### src/rtl/seg_scan_scheduler.sv
`default_nettype none
// ============================================================================
//  Module   : seg_scan_scheduler
//  Purpose  : Time-multiplexed scan of an 8-digit seven-segment display.
//             Each digit gets an ON_CYCLES lit slot, followed by a
//             BLANK_CYCLES gap with every digit off. The displayed value is a
//             persistent CPU value, or a debug overlay that is shown for
//             HOLD_FRAMES frames. The shown value only changes at frame
//             boundaries (digit 7 -> 0), so a frame never tears.
//  Ports    : clk, rst                      clock, sync active-high reset
//             i_cpu_wr_en, i_cpu_wr_data    persistent value write strobe/data
//             i_dbg_req, i_dbg_data         overlay request (held until ack)
//             o_dbg_ack                     1-cycle overlay acknowledge
//             o_digit_sel                   index of the current digit
//             o_digit                       nibble for o_digit_sel (comb.)
//             o_seg_en                      one-hot digit enable, 0 in blank
//             o_frame_start                 pulse at the start of digit 0
//             o_overlay_active              overlay owns the display
//  Options  : SEG_LZ_BLANK_EN - suppress leading-zero digits (digit 0 always lit)
//  Revision : 1.0  initial release
// ============================================================================
module seg_scan_scheduler #(
    parameter int ON_CYCLES    = 100000,
    parameter int BLANK_CYCLES = 1000,
    parameter int HOLD_FRAMES  = 50
) (
    input  logic        clk,
    input  logic        rst,
    input  logic        i_cpu_wr_en,
    input  logic [31:0] i_cpu_wr_data,
    input  logic        i_dbg_req,
    input  logic [31:0] i_dbg_data,
    output logic        o_dbg_ack,
    output logic [2:0]  o_digit_sel,
    output logic [3:0]  o_digit,
    output logic [7:0]  o_seg_en,
    output logic        o_frame_start,
    output logic        o_overlay_active
);

    localparam int c_CNT_MAX = (ON_CYCLES > BLANK_CYCLES) ? ON_CYCLES : BLANK_CYCLES;
    localparam int c_CNT_W   = (c_CNT_MAX > 1) ? $clog2(c_CNT_MAX) : 1;
    localparam int c_HOLD_W  = $clog2(HOLD_FRAMES + 1);

    localparam logic               c_HAS_BLANK  = (BLANK_CYCLES != 0);
    localparam logic [c_CNT_W-1:0] c_ON_LAST    = c_CNT_W'(ON_CYCLES - 1);
    localparam logic [c_CNT_W-1:0] c_BLANK_LAST = c_CNT_W'((BLANK_CYCLES > 0) ? BLANK_CYCLES - 1 : 0);
    localparam logic [c_HOLD_W-1:0] c_HOLD_LOAD = c_HOLD_W'(HOLD_FRAMES);

    localparam logic [0:0] c_ST_SCAN  = 1'b0;
    localparam logic [0:0] c_ST_BLANK = 1'b1;

    logic [0:0]          r_state;
    logic [0:0]          w_state_nxt;
    logic [c_CNT_W-1:0]  r_cnt;
    logic [2:0]          r_digit_sel;
    logic [31:0]         r_shown_val;
    logic [31:0]         r_cpu_val;
    logic [31:0]         r_dbg_val;
    logic [c_HOLD_W-1:0] r_hold_cnt;
    logic                r_dbg_ack;
    logic                r_frame_start;
    logic                r_overlay_active;

    logic                w_on_done;
    logic                w_blank_done;
    logic                w_advance;
    logic                w_frame_edge;
    logic                w_capture;
    logic                w_lz_hide;
    logic [7:0]          w_seg_en;

    assign w_on_done    = (r_state == c_ST_SCAN)  && (r_cnt == c_ON_LAST);
    assign w_blank_done = (r_state == c_ST_BLANK) && (r_cnt == c_BLANK_LAST);
    // Without a blank phase the digit advances straight out of SCAN.
    assign w_advance    = c_HAS_BLANK ? w_blank_done : w_on_done;
    assign w_frame_edge = w_advance && (r_digit_sel == 3'd7);
    // Ack is never high two cycles running; a held request re-acks every other cycle.
    assign w_capture    = i_dbg_req && !r_dbg_ack;

    // ---------------- FSM: state register ----------------
    always_ff @(posedge clk) begin
        if (rst) begin
            r_state <= c_ST_SCAN;
        end else begin
            r_state <= w_state_nxt;
        end
    end

    // ---------------- FSM: next state ----------------
    always_comb begin
        w_state_nxt = r_state;
        case (r_state)
            c_ST_SCAN:  if (w_on_done && c_HAS_BLANK) w_state_nxt = c_ST_BLANK;
            c_ST_BLANK: if (w_blank_done)             w_state_nxt = c_ST_SCAN;
            default:    w_state_nxt = c_ST_SCAN;
        endcase
    end

    // ---------------- FSM: outputs ----------------
`ifdef SEG_LZ_BLANK_EN
    logic [2:0] w_msd;
    always_comb begin
        w_msd = 3'd0;
        for (int i = 1; i < 8; i++) begin
            if (r_shown_val[4*i +: 4] != 4'd0) w_msd = 3'(i);
        end
    end
    assign w_lz_hide = (r_digit_sel > w_msd);
`else
    assign w_lz_hide = 1'b0;
`endif

    always_comb begin
        w_seg_en = 8'd0;
        if (r_state == c_ST_SCAN && !w_lz_hide) w_seg_en = 8'b1 << r_digit_sel;
    end

    // ---------------- slot timing ----------------
    always_ff @(posedge clk) begin
        if (rst) begin
            r_cnt       <= '0;
            r_digit_sel <= 3'd0;
        end else begin
            if (w_on_done || w_blank_done) r_cnt <= '0;
            else                           r_cnt <= r_cnt + 1'b1;
            if (w_advance) r_digit_sel <= r_digit_sel + 3'd1;
        end
    end

    // ---------------- value ownership ----------------
    always_ff @(posedge clk) begin
        if (rst) begin
            r_shown_val      <= 32'd0;
            r_cpu_val        <= 32'd0;
            r_dbg_val        <= 32'd0;
            r_hold_cnt       <= '0;
            r_dbg_ack        <= 1'b0;
            r_frame_start    <= 1'b0;
            r_overlay_active <= 1'b0;
        end else begin
            r_dbg_ack     <= w_capture;
            r_frame_start <= w_frame_edge;
            if (i_cpu_wr_en) r_cpu_val <= i_cpu_wr_data;

            // Boundary decisions use pre-edge values.
            if (w_frame_edge) begin
                if (!r_overlay_active) begin
                    r_shown_val <= r_cpu_val;
                end else if (r_hold_cnt != '0) begin
                    r_shown_val <= r_dbg_val;
                    r_hold_cnt  <= r_hold_cnt - 1'b1;
                end else begin
                    r_overlay_active <= 1'b0;
                    r_shown_val      <= r_cpu_val;
                end
            end

            // A capture overrides the boundary update of the overlay state.
            if (w_capture) begin
                r_dbg_val        <= i_dbg_data;
                r_hold_cnt       <= c_HOLD_LOAD;
                r_overlay_active <= 1'b1;
            end
        end
    end

    assign o_dbg_ack        = r_dbg_ack;
    assign o_digit_sel      = r_digit_sel;
    assign o_digit          = r_shown_val[{r_digit_sel, 2'b00} +: 4];
    assign o_seg_en         = w_seg_en;
    assign o_frame_start    = r_frame_start;
    assign o_overlay_active = r_overlay_active;

endmodule
`default_nettype wire

### config.mk
export PLATFORM = sky130hd
export DESIGN_NAME = seg_scan_scheduler
export DESIGN_NICKNAME = d
export VERILOG_FILES = /design/src/rtl/seg_scan_scheduler.sv
export SDC_FILE = /design/constraint.sdc
export NUM_CORES = 1
export LEC_CHECK = 0
export ABC_AREA = 1
export BUFFER_PORTS_ARGS = -buffer_cell sky130_fd_sc_hd__buf_2
export CELL_PAD_IN_SITES_DETAIL_PLACEMENT = 1
export CELL_PAD_IN_SITES_GLOBAL_PLACEMENT = 2
export CORE_MARGIN = 2
export CORE_UTILIZATION = 32
export CTS_CLUSTER_DIAMETER = 200
export DETAILED_ROUTE_END_ITERATION = 7
export PLACE_DENSITY_LB_ADDON = 0.1
export SYNTH_ARGS = -nofsm -noshare
export SYNTH_HDL_FRONTEND = slang
export SYNTH_SLANG_ARGS = --single-unit
### constraint.sdc
create_clock -name clk -period 2 [get_ports clk]
set_input_delay 0.2 -clock clk [delete_from_list [all_inputs] [get_ports clk]]
set_output_delay 0.2 -clock clk [all_outputs]
set_load 0.03 [all_outputs]
## After elaboration in Yosys (flattened, before gate mapping)

Cells that the tools add are included.

- Memory bits (read-only): 0
- Logic and storage cells: 48
- Flip-flop bits (word level): 126
- Latch bits: 0
- Memories: 0
- Input port bits: 68
- Bits in writable memories: 0

- Reduce and logical (&&, ||, !) cells: 14
- $mul: 0
- Order comparisons: 0
- Bitwise logic cells: 1
- Shift-type cells: 2
- Multiplexer cells: 14
- $add $sub $neg: 3
- Eq/ne operators: 3
- Div/mod/pow operators: 0

Operators with widths:

| operator | number |
|---|---|
| two-way mux 32 bit | 2 |
| variable part select 32 x 6 -> 4 bit | 1 |
| two-way mux 6 bit | 4 |
| adder 17 x 1 -> 17 bit (second input constant) | 1 |
| == test 17 x 10 -> 1 bit (second input constant) | 1 |
| == test 17 bit (second input constant) | 1 |
| two-way mux 8 bit | 1 |
| << shifter 1 x 3 -> 8 bit (first input constant) | 1 |
| two-way mux 1 bit | 6 |
| AND reduction 3 bit | 2 |
| nonzero test 2 bit | 3 |
| nonzero test 6 bit | 1 |
| subtractor 6 x 1 -> 6 bit (second input constant) | 1 |
| logical AND 1 bit | 4 |
| OR reduction 2 bit | 2 |
| adder 3 x 1 -> 3 bit (second input constant) | 1 |
| == test 3 bit (second input constant) | 1 |
| one-hot mux 1 bit (2 select lines) | 1 |
| zero test 1 bit | 1 |
| logical OR 1 bit | 1 |
| NOT 1 bit | 1 |

## Logic depth before layout (Yosys ltp)

Gate-level depths: netlist of the first run.

- Word-level depth: 5
- Gate-level depth with buffers: 10

## Worst setup path before layout of the first run

Ideal clock, no wire load.

- Path kind: register to output
- From: register r_digit_sel[0] (netlist: o_digit_sel[0])
- To: output o_seg_en[2]
- Cell stages (with the launch flop): 6
- Path slack: -32 ps
- Arrival time: 1832 ps
- Path through: dfxtp_1 -> clkinv_1 -> buf_1 -> ha_1 -> inv_1 -> nor3_1

- Cells in the longest elaborated chain, start to end: 2

Ends and longest elaborated chain:

| element | RTL line | RTL |
|---|---|---|
| start: declaration | 56 | `logic [2:0] r_digit_sel;` |
| start signal: assignment | 127 | `if (w_advance) r_digit_sel <= r_digit_sel + 3'd1;` |
| << shifter 1 x 3 -> 8 bit | 116 | `if (r_state == c_ST_SCAN && !w_lz_hide) w_seg_en = 8'b1 << r_digit_sel;` |
| two-way mux 8 bit | 116 |  |
| end: declaration | 36 | `output logic [7:0] o_seg_en,` |

No other way between the ends.

## Worst setup path after layout of the first run

- From: register r_digit_sel[1] (netlist: o_digit_sel[1])
- To: output o_seg_en[7]

Same word-level chain as after synthesis.

==> metrics.txt, run 1 <==
status=completed; Seq cells post-synth=126; Setup TNS=0 ns; CP arrival=1.71 ns; skew final=0.008374 ns; vias in the first global route=5361; area of the mapped netlist=~5500 um2; top area cells in the synthesized netlist=dfxtp_1 45%, nor2_1 11%, o21ai_0 11%; Die ar.=between 15000 and 20000 um2; Clock H-tree levels=4; Synth Warn #=0; final core occ=approximately 42%; clock latency on the worst-skew pair=0.41 ns; LEAKAGE=3.163 nW; Synth area leader=dfxtp_1; actual slew at the worst max-slew pin=0.4825 ns; count leader, synth=nor2_1; post-synth net total=847; sequential area share after synthesis=45.47%; number of unique standard cell types used by synthesis=31; CP Buf/Inv Count=2; top post-synthesis cells by count=167 x nor2_1, 126 x dfxtp_1, 121 x o21ai_0, 107 x nand2_1, 65 x inv_1; Die H=135.7 um; DRC viols=0; crit-path leading delay family=flip-flops; fraction of layout instances using a drive strength above 1=19.56%; internal power=roughly 0.0048 W; per-cell routed wire length=14.09 um; clock network fraction of total power=~50%; final hold viol count=0; CP max-delay cell=dfxtp_2; Avg Cell Area, Syn=7.205 um2; hpwl dp=roughly 11000 um; DR vias=5211; cells after synthesis=770; Final setup viols=0; CTS sink cnt=126; headroom to the max-slew limit=67.79%; Peak supply drop=0.5442 mV; GRT Resource Usage Total=between 15 and 20%; min Tclk post-route=1.907 ns; DR pass1 iterations=4; clk slew on worst S/H paths=0.06 ns; CP Capture Type=output pin; total wire length=15860 um; Synth async-reset ratio=0%; final worst path period share=a little over nine tenths; crit-path max cell delay=0.40 ns; pin count of the biggest net entering global routing=65; Critical Path Start Type=flop; global-route wire length before repair=26500 um; Comb pwr share=7.8%; die width=135.7 um; Min-Delay Path Class=in -> reg; FP Rows=48; DRT iter0 DRCs=164; NumNets Final=967; CTS tree=built; Core Area=17120 um2; ANT cells=0; Root Buffer=clkbuf_16; CTS Buf Count=17; P&R area growth vs syn=29.68%; max_cap viols=0; I/O pin total=86; post-CTS setup buffer count=0; post-route ant nets=0; Initial Util=between 30 and 40%; Reg power frac=42.6%; crit-path max FO=8; ys flop type=dfxtp_1; total gr overflow=0; Psw=0.001409 W; Post-synth EDFFs=0; Slew Viols, Final=0; switching portion of total power=between 20% and 30%; Longest Clk Path Bufs=2; initial antenna violation count=0; Max Freq=524.5 MHz; critical path, cell by cell=ha_1 > ha_1 > inv_1 > nor2_1 > buf_2; RePlAce Congestion=0.7852; number of vias per cell=4.632; CP Class=reg -> out; area share of the largest cell type after synthesis=45.47%; Port Buf Inserts=85; RSZ-0062 raised after global routing=no; CP required=1.80 ns; pwr dens=about 870 nW/um2; most used cell, CP=ha_1
logic make-up (layout without fill, tap and decap cells):
| logic type | count (synthesis) | after routing | share of synthesized area (%) |
|---|---|---|---|
| buf+inv | 109 | 239 | 8.593 |
| xor+xnor | 11 | 11 | 1.737 |
| compound gates | 166 | 166 | 15.22 |
| flops | 126 | 126 | 45.47 |
| simple gates | 349 | 349 | 26.95 |
| fa+ha+maj | 9 | 9 | 2.030 |
registers in the layout (all words and copies together), names as in the netlist:
signal / cells
r_cnt: 17
o_dbg_ack: 1
r_shown_val: 32
o_digit_sel: 3
o_overlay_active: 1
r_hold_cnt: 6
r_cpu_val: 32
r_state: 1
o_frame_start: 1
r_dbg_val: 32
layer usage:
metal,up-vias,wire length (um),track usage (%)
met5,-,0,0
met4,0,213,5.903
met3,19,536,3.330
met2,97,7114,29.46
met1,2389,7991,24.53
li1,2706,-,-
path summary, 6_finish.rpt:
check	start	to	slack (ns)	cells after the start
max reg2reg	r_cnt[9]	o_overlay_active	0.18	8
min	i_dbg_data[7]	r_dbg_val[7]	0.01	3
max	o_digit_sel[1]	o_seg_en[7]	0.09	5
min reg2reg	r_cnt[0]	r_cnt[0]	0.45	1
timing repair:
action	4_1_cts	5_1_grt
resized for setup	5	3
hold buffers	40	0
hold endpoints to repair	40	0
endpoints found under the setup margin	11	4
power by group through the flow:
stage / Combinational, W / Clock [W] / Sequential [W]
finish: 0.000485 / 0.00309 / 0.00265
global route: 0.000558 / 0.00328 / 0.00266
detailed placement: 0.000428 / 0 / 0.00271
floorplan: 0.000256 / 0 / 0.00270
global placement: 0.000422 / 0 / 0.00270
CTS: 0.000493 / 0.00318 / 0.00265
worst register-to-register path, stage by stage (launching register included):
cell and delay [ns]:
dfxtp_1 0.38, nand2_1 0.12, nor2_1 0.23, nand3_1 0.14, nor2_1 0.14, nand4_1 0.34, nand2_1 0.24, o21ai_0 0.10
inv_1 0.07
metrics by stage:
stage          instances  power [W]  worst slack (ns)  hold slack [ns]  area (um2)
6_report            1125   0.006231           0.09328          0.01265        7194
5_1_grt             1125   0.006498           0.01403         0.007562        7194
4_1_cts             1125   0.006320           0.02137        0.0004679        7191
3_5_place_dp        1056   0.003134            0.1865           0.4074        6193
3_3_place_gp        1056   0.003124            0.1890           0.4003        6193
2_1_floorplan        770   0.002954          -0.03228           0.2691        5548
cell usage in the layout, fill, tap and decap left out, drive strengths merged:
cell           n
a21oi          7
buf           98
bufinv         2
clkbuf        23
clkinv         7
clkinvlp       1
dfxtp        126
dlygate4sd3   40
ha             9
inv           68
nand2        109
nand3         15
nand4          8
nor2         199
nor3          16
nor4           1
o21ai        151
o22ai          8
or2            1
xnor2          1
xor2          10
final cells by class:
| class | instances | area [um2] |
|---|---|---|
| clock inverters | 6 | 82.58 |
| well taps | 225 | 281.5 |
| repair buffers | 138 | 964.7 |
| inverters | 72 | 277.8 |
| clock buffers | 23 | 508.0 |
| flip-flops and latches | 126 | 2526 |
| multi-input cells | 535 | 2554 |
| fillers | 2149 | 9922 |
Note: power is estimated with default switching activity, not from simulation.
==> inputs of run 2 (changes only) <==
--- a/config.mk
+++ b/config.mk
@@ -9,11 +9,11 @@
 export BUFFER_PORTS_ARGS = -buffer_cell sky130_fd_sc_hd__buf_2
 export CELL_PAD_IN_SITES_DETAIL_PLACEMENT = 1
 export CELL_PAD_IN_SITES_GLOBAL_PLACEMENT = 2
-export CORE_MARGIN = 2
-export CORE_UTILIZATION = 32
+export CORE_UTILIZATION = 29
 export CTS_CLUSTER_DIAMETER = 200
 export DETAILED_ROUTE_END_ITERATION = 7
 export PLACE_DENSITY_LB_ADDON = 0.1
+export SLEW_MARGIN = 20
 export SYNTH_ARGS = -nofsm -noshare
 export SYNTH_HDL_FRONTEND = slang
 export SYNTH_SLANG_ARGS = --single-unit
==> constraint.sdc (replaced) <==
create_clock -name clk -period 1.6 [get_ports clk]
set_input_delay 0.16 -clock clk [delete_from_list [all_inputs] [get_ports clk]]
set_output_delay 0.16 -clock clk [all_outputs]
set_load 0.03 [all_outputs]
==> metrics.txt, run 2 (synthesized netlist as in run 1, its figures left out) <==
status=finished with violations (was completed); failing checks=setup timing; vias in the first global route=5717 (was 5361); Longest Clk Path Bufs=2 (unchanged); CTS Buf Count=17 (unchanged); per-cell routed wire length=14.71 um (was 14.09 um); commonest non-fill, non-tap cell in the layout=nor2_1 (unchanged); Slew Viols, Final=0 (unchanged); LEAKAGE=3.557 nW (was 3.163 nW); Peak supply drop=0.6449 mV (was 0.5442 mV); number of vias per cell=4.671 (was 4.632); total gr overflow=0 (unchanged); Final setup viols=44 (was 0); WHS=0.2441 ns (was 0.01265 ns); NumNets Final=1024 (was 967); DRC viols=0 (unchanged); CP max-delay cell=dfxtp_4 (was dfxtp_2); max_cap viols=0 (unchanged); CTS sink cnt=126 (unchanged); Core Area=18710 um2 (was 17120 um2); critical path, cell by cell=ha_2 > ha_2 > inv_2 > nor2_1 > buf_4 (was ha_1 > ha_1 > inv_1 > nor2_1 > buf_2); P&R area growth vs syn=48.29% (was 29.68%); clk slew on worst S/H paths=0.06 ns (about the same); pin count of the biggest net entering global routing=72 (was 65); CTS tree=built (unchanged); GRT Resource Usage Total=18.29% (was 18.20%); pwr dens=993.7 nW/um2 (was 866.0 nW/um2); Initial Util=29.66% (was 32.41%); most used cell, CP=ha_2 (was ha_1); initial antenna violation count=0 (unchanged); crit-path max cell delay=0.42 ns (was 0.40 ns); Clock H-tree levels=4 (unchanged); min Tclk post-route=1.734 ns; # fillers=2272 (was 2149); die width=140.3 um (was 135.7 um); RePlAce Congestion=0.7781 (was 0.7852); Port Buf Inserts=85 (unchanged); final worst path period share=108.4%; hpwl dp=11410 um (was 11050 um); Top Registers=r_cpu_val (32), r_dbg_val (32), r_shown_val (32) (unchanged); global-route wire length before repair=28310 um (was 26500 um); most frequent cells in the layout=161 x nor2_1, 117 x dfxtp_1, 100 x nand2_1 (was 166 x nor2_1, 123 x dfxtp_1, 119 x o21ai_0); CP arrival=1.57 ns (was 1.71 ns); final core occ=43.98% (was 42.03%); CP required=1.44 ns (was 1.80 ns); CP Capture Type=output pin (unchanged); clock latency on the worst-skew pair=0.42 ns (was 0.41 ns); total wire length=17560 um (was 15860 um); DR vias=5577 (was 5211); Root Buffer=clkbuf_16 (unchanged); DR pass1 iterations=4 (unchanged); Die ar.=19690 um2 (was 18410 um2); RSZ-0062 raised after global routing=yes (was no); crit-path max FO=5 (was 8); post-route ant nets=0 (unchanged); actual slew at the worst max-slew pin=0.5577 ns (was 0.4825 ns); register area=2539 um2 (was 2526 um2); Critical Path Start Type=flop (unchanged); Die H=140.3 um (was 135.7 um); I/O pin total=86 (unchanged); internal power=0.006267 W (was 0.004821 W); switching portion of total power=23.34% (was 22.62%); CP Class=reg -> out (unchanged); ANT cells=0 (unchanged); DRT iter0 DRCs=186 (was 164); headroom to the max-slew limit=62.82% (was 67.79%); fraction of layout instances using a drive strength above 1=27.08% (was 19.56%); FP Rows=50 (was 48); clock network fraction of total power=51.1% (was 49.7%); final hold viol count=0 (unchanged); skew final=0.007150 ns (was 0.008374 ns); Min-Delay Path Class=in -> reg (unchanged); Psw=0.001908 W (was 0.001409 W); fin worst setup slack=-0.1340 ns (was 0.09328 ns); area of the multi-input gates=2796 um2 (was 2554 um2); Comb pwr share=8.4% (was 7.8%); Max Freq=576.7 MHz; Reg power frac=40.5% (was 42.6%)
## run 2: changes by cell type in the layout (fill, tap and decap cells not counted), moves of 7 or more
cell,change
buf_4,+22
o21ai_1,+13
nor3_1,-7
o21ai_0,-21
buf_2,-12
dlygate4sd3_1,+25
## run 2: final cells by class
class / count / area share (%)
Multi-Input combinational cell: 538 / 33.99
Sequential cell: 126 / 30.86
Timing Repair Buffer: 191 / 19.85
Clock buffer: 19 / 5.506
Inverter: 72 / 3.817
Tap cell: 234 / 3.559
Clock inverter: 13 / 2.281
Timing Repair inverter: 1 / 0.1369
## run 2: stage by stage
stage / TNS [ns] / area (um2) / cells / worst slack [ns] / power, W
final: -2.109 / 8227 / 1194 / -0.1340 / 0.008175
after global routing: -5.422 / 8227 / 1194 / -0.2164 / 0.008508
after detailed placement: -0.5248 / 6370 / 1079 / -0.07731 / 0.003935
after global placement: -0.05397 / 6370 / 1079 / -0.05397 / 0.003921
after floorplan: -0.1156 / 5584 / 770 / -0.05224 / 0.003692
after CTS: -1.096 / 7889 / 1183 / -0.1461 / 0.008299
## run 2: worst paths after layout
kind	depth (start not counted)	to	slack, ns	start
setup reg to reg	9	r_shown_val[0]	-0.07	o_digit_sel[0]
hold reg to reg	2	r_dbg_val[8]	0.47	r_dbg_val[8]
hold / removal	5	r_hold_cnt[4]	0.24	i_dbg_req
setup / recovery	5	o_seg_en[7]	-0.13	o_digit_sel[0]
## run 2: critical path: cells and delay by family, from the launching register on
kind / cells / cell delay [ns]
simple gates: 1 / 0.11
fa+ha+maj: 2 / 0.41
buf+inv: 2 / 0.22
flops: 1 / 0.42
## run 2: repair_timing
item,4_1_cts,5_1_grt
setup buffers,5,5
endpoints found under the setup margin,50,66
pin swaps,11,18
endpoints found under the hold margin,65,0
resized for setup,68,53
hold buffers,65,0
gates cloned,2,6
## run 2: power groups by stage
stage | sequential, W | combinational [W] | clock [W]
final | 0.00331 | 0.000688 | 0.00417
after global routing | 0.00333 | 0.000780 | 0.00440
after CTS | 0.00331 | 0.000696 | 0.00429
after detailed placement | 0.00338 | 0.000555 | 0
after global placement | 0.00337 | 0.000547 | 0
after floorplan | 0.00337 | 0.000320 | 0
## run 2: per-layer routing
| metal | share of wire (%) | global-route usage, % | vias to the layer above |
|---|---|---|---|
| met5 | 0 | 0 | - |
| met4 | 0.91 | 4.800 | 0 |
| met3 | 2.4 | 3.966 | 12 |
| met2 | 49 | 31.29 | 70 |
| met1 | 48 | 23.21 | 2675 |
| li1 | - | - | 2820 |
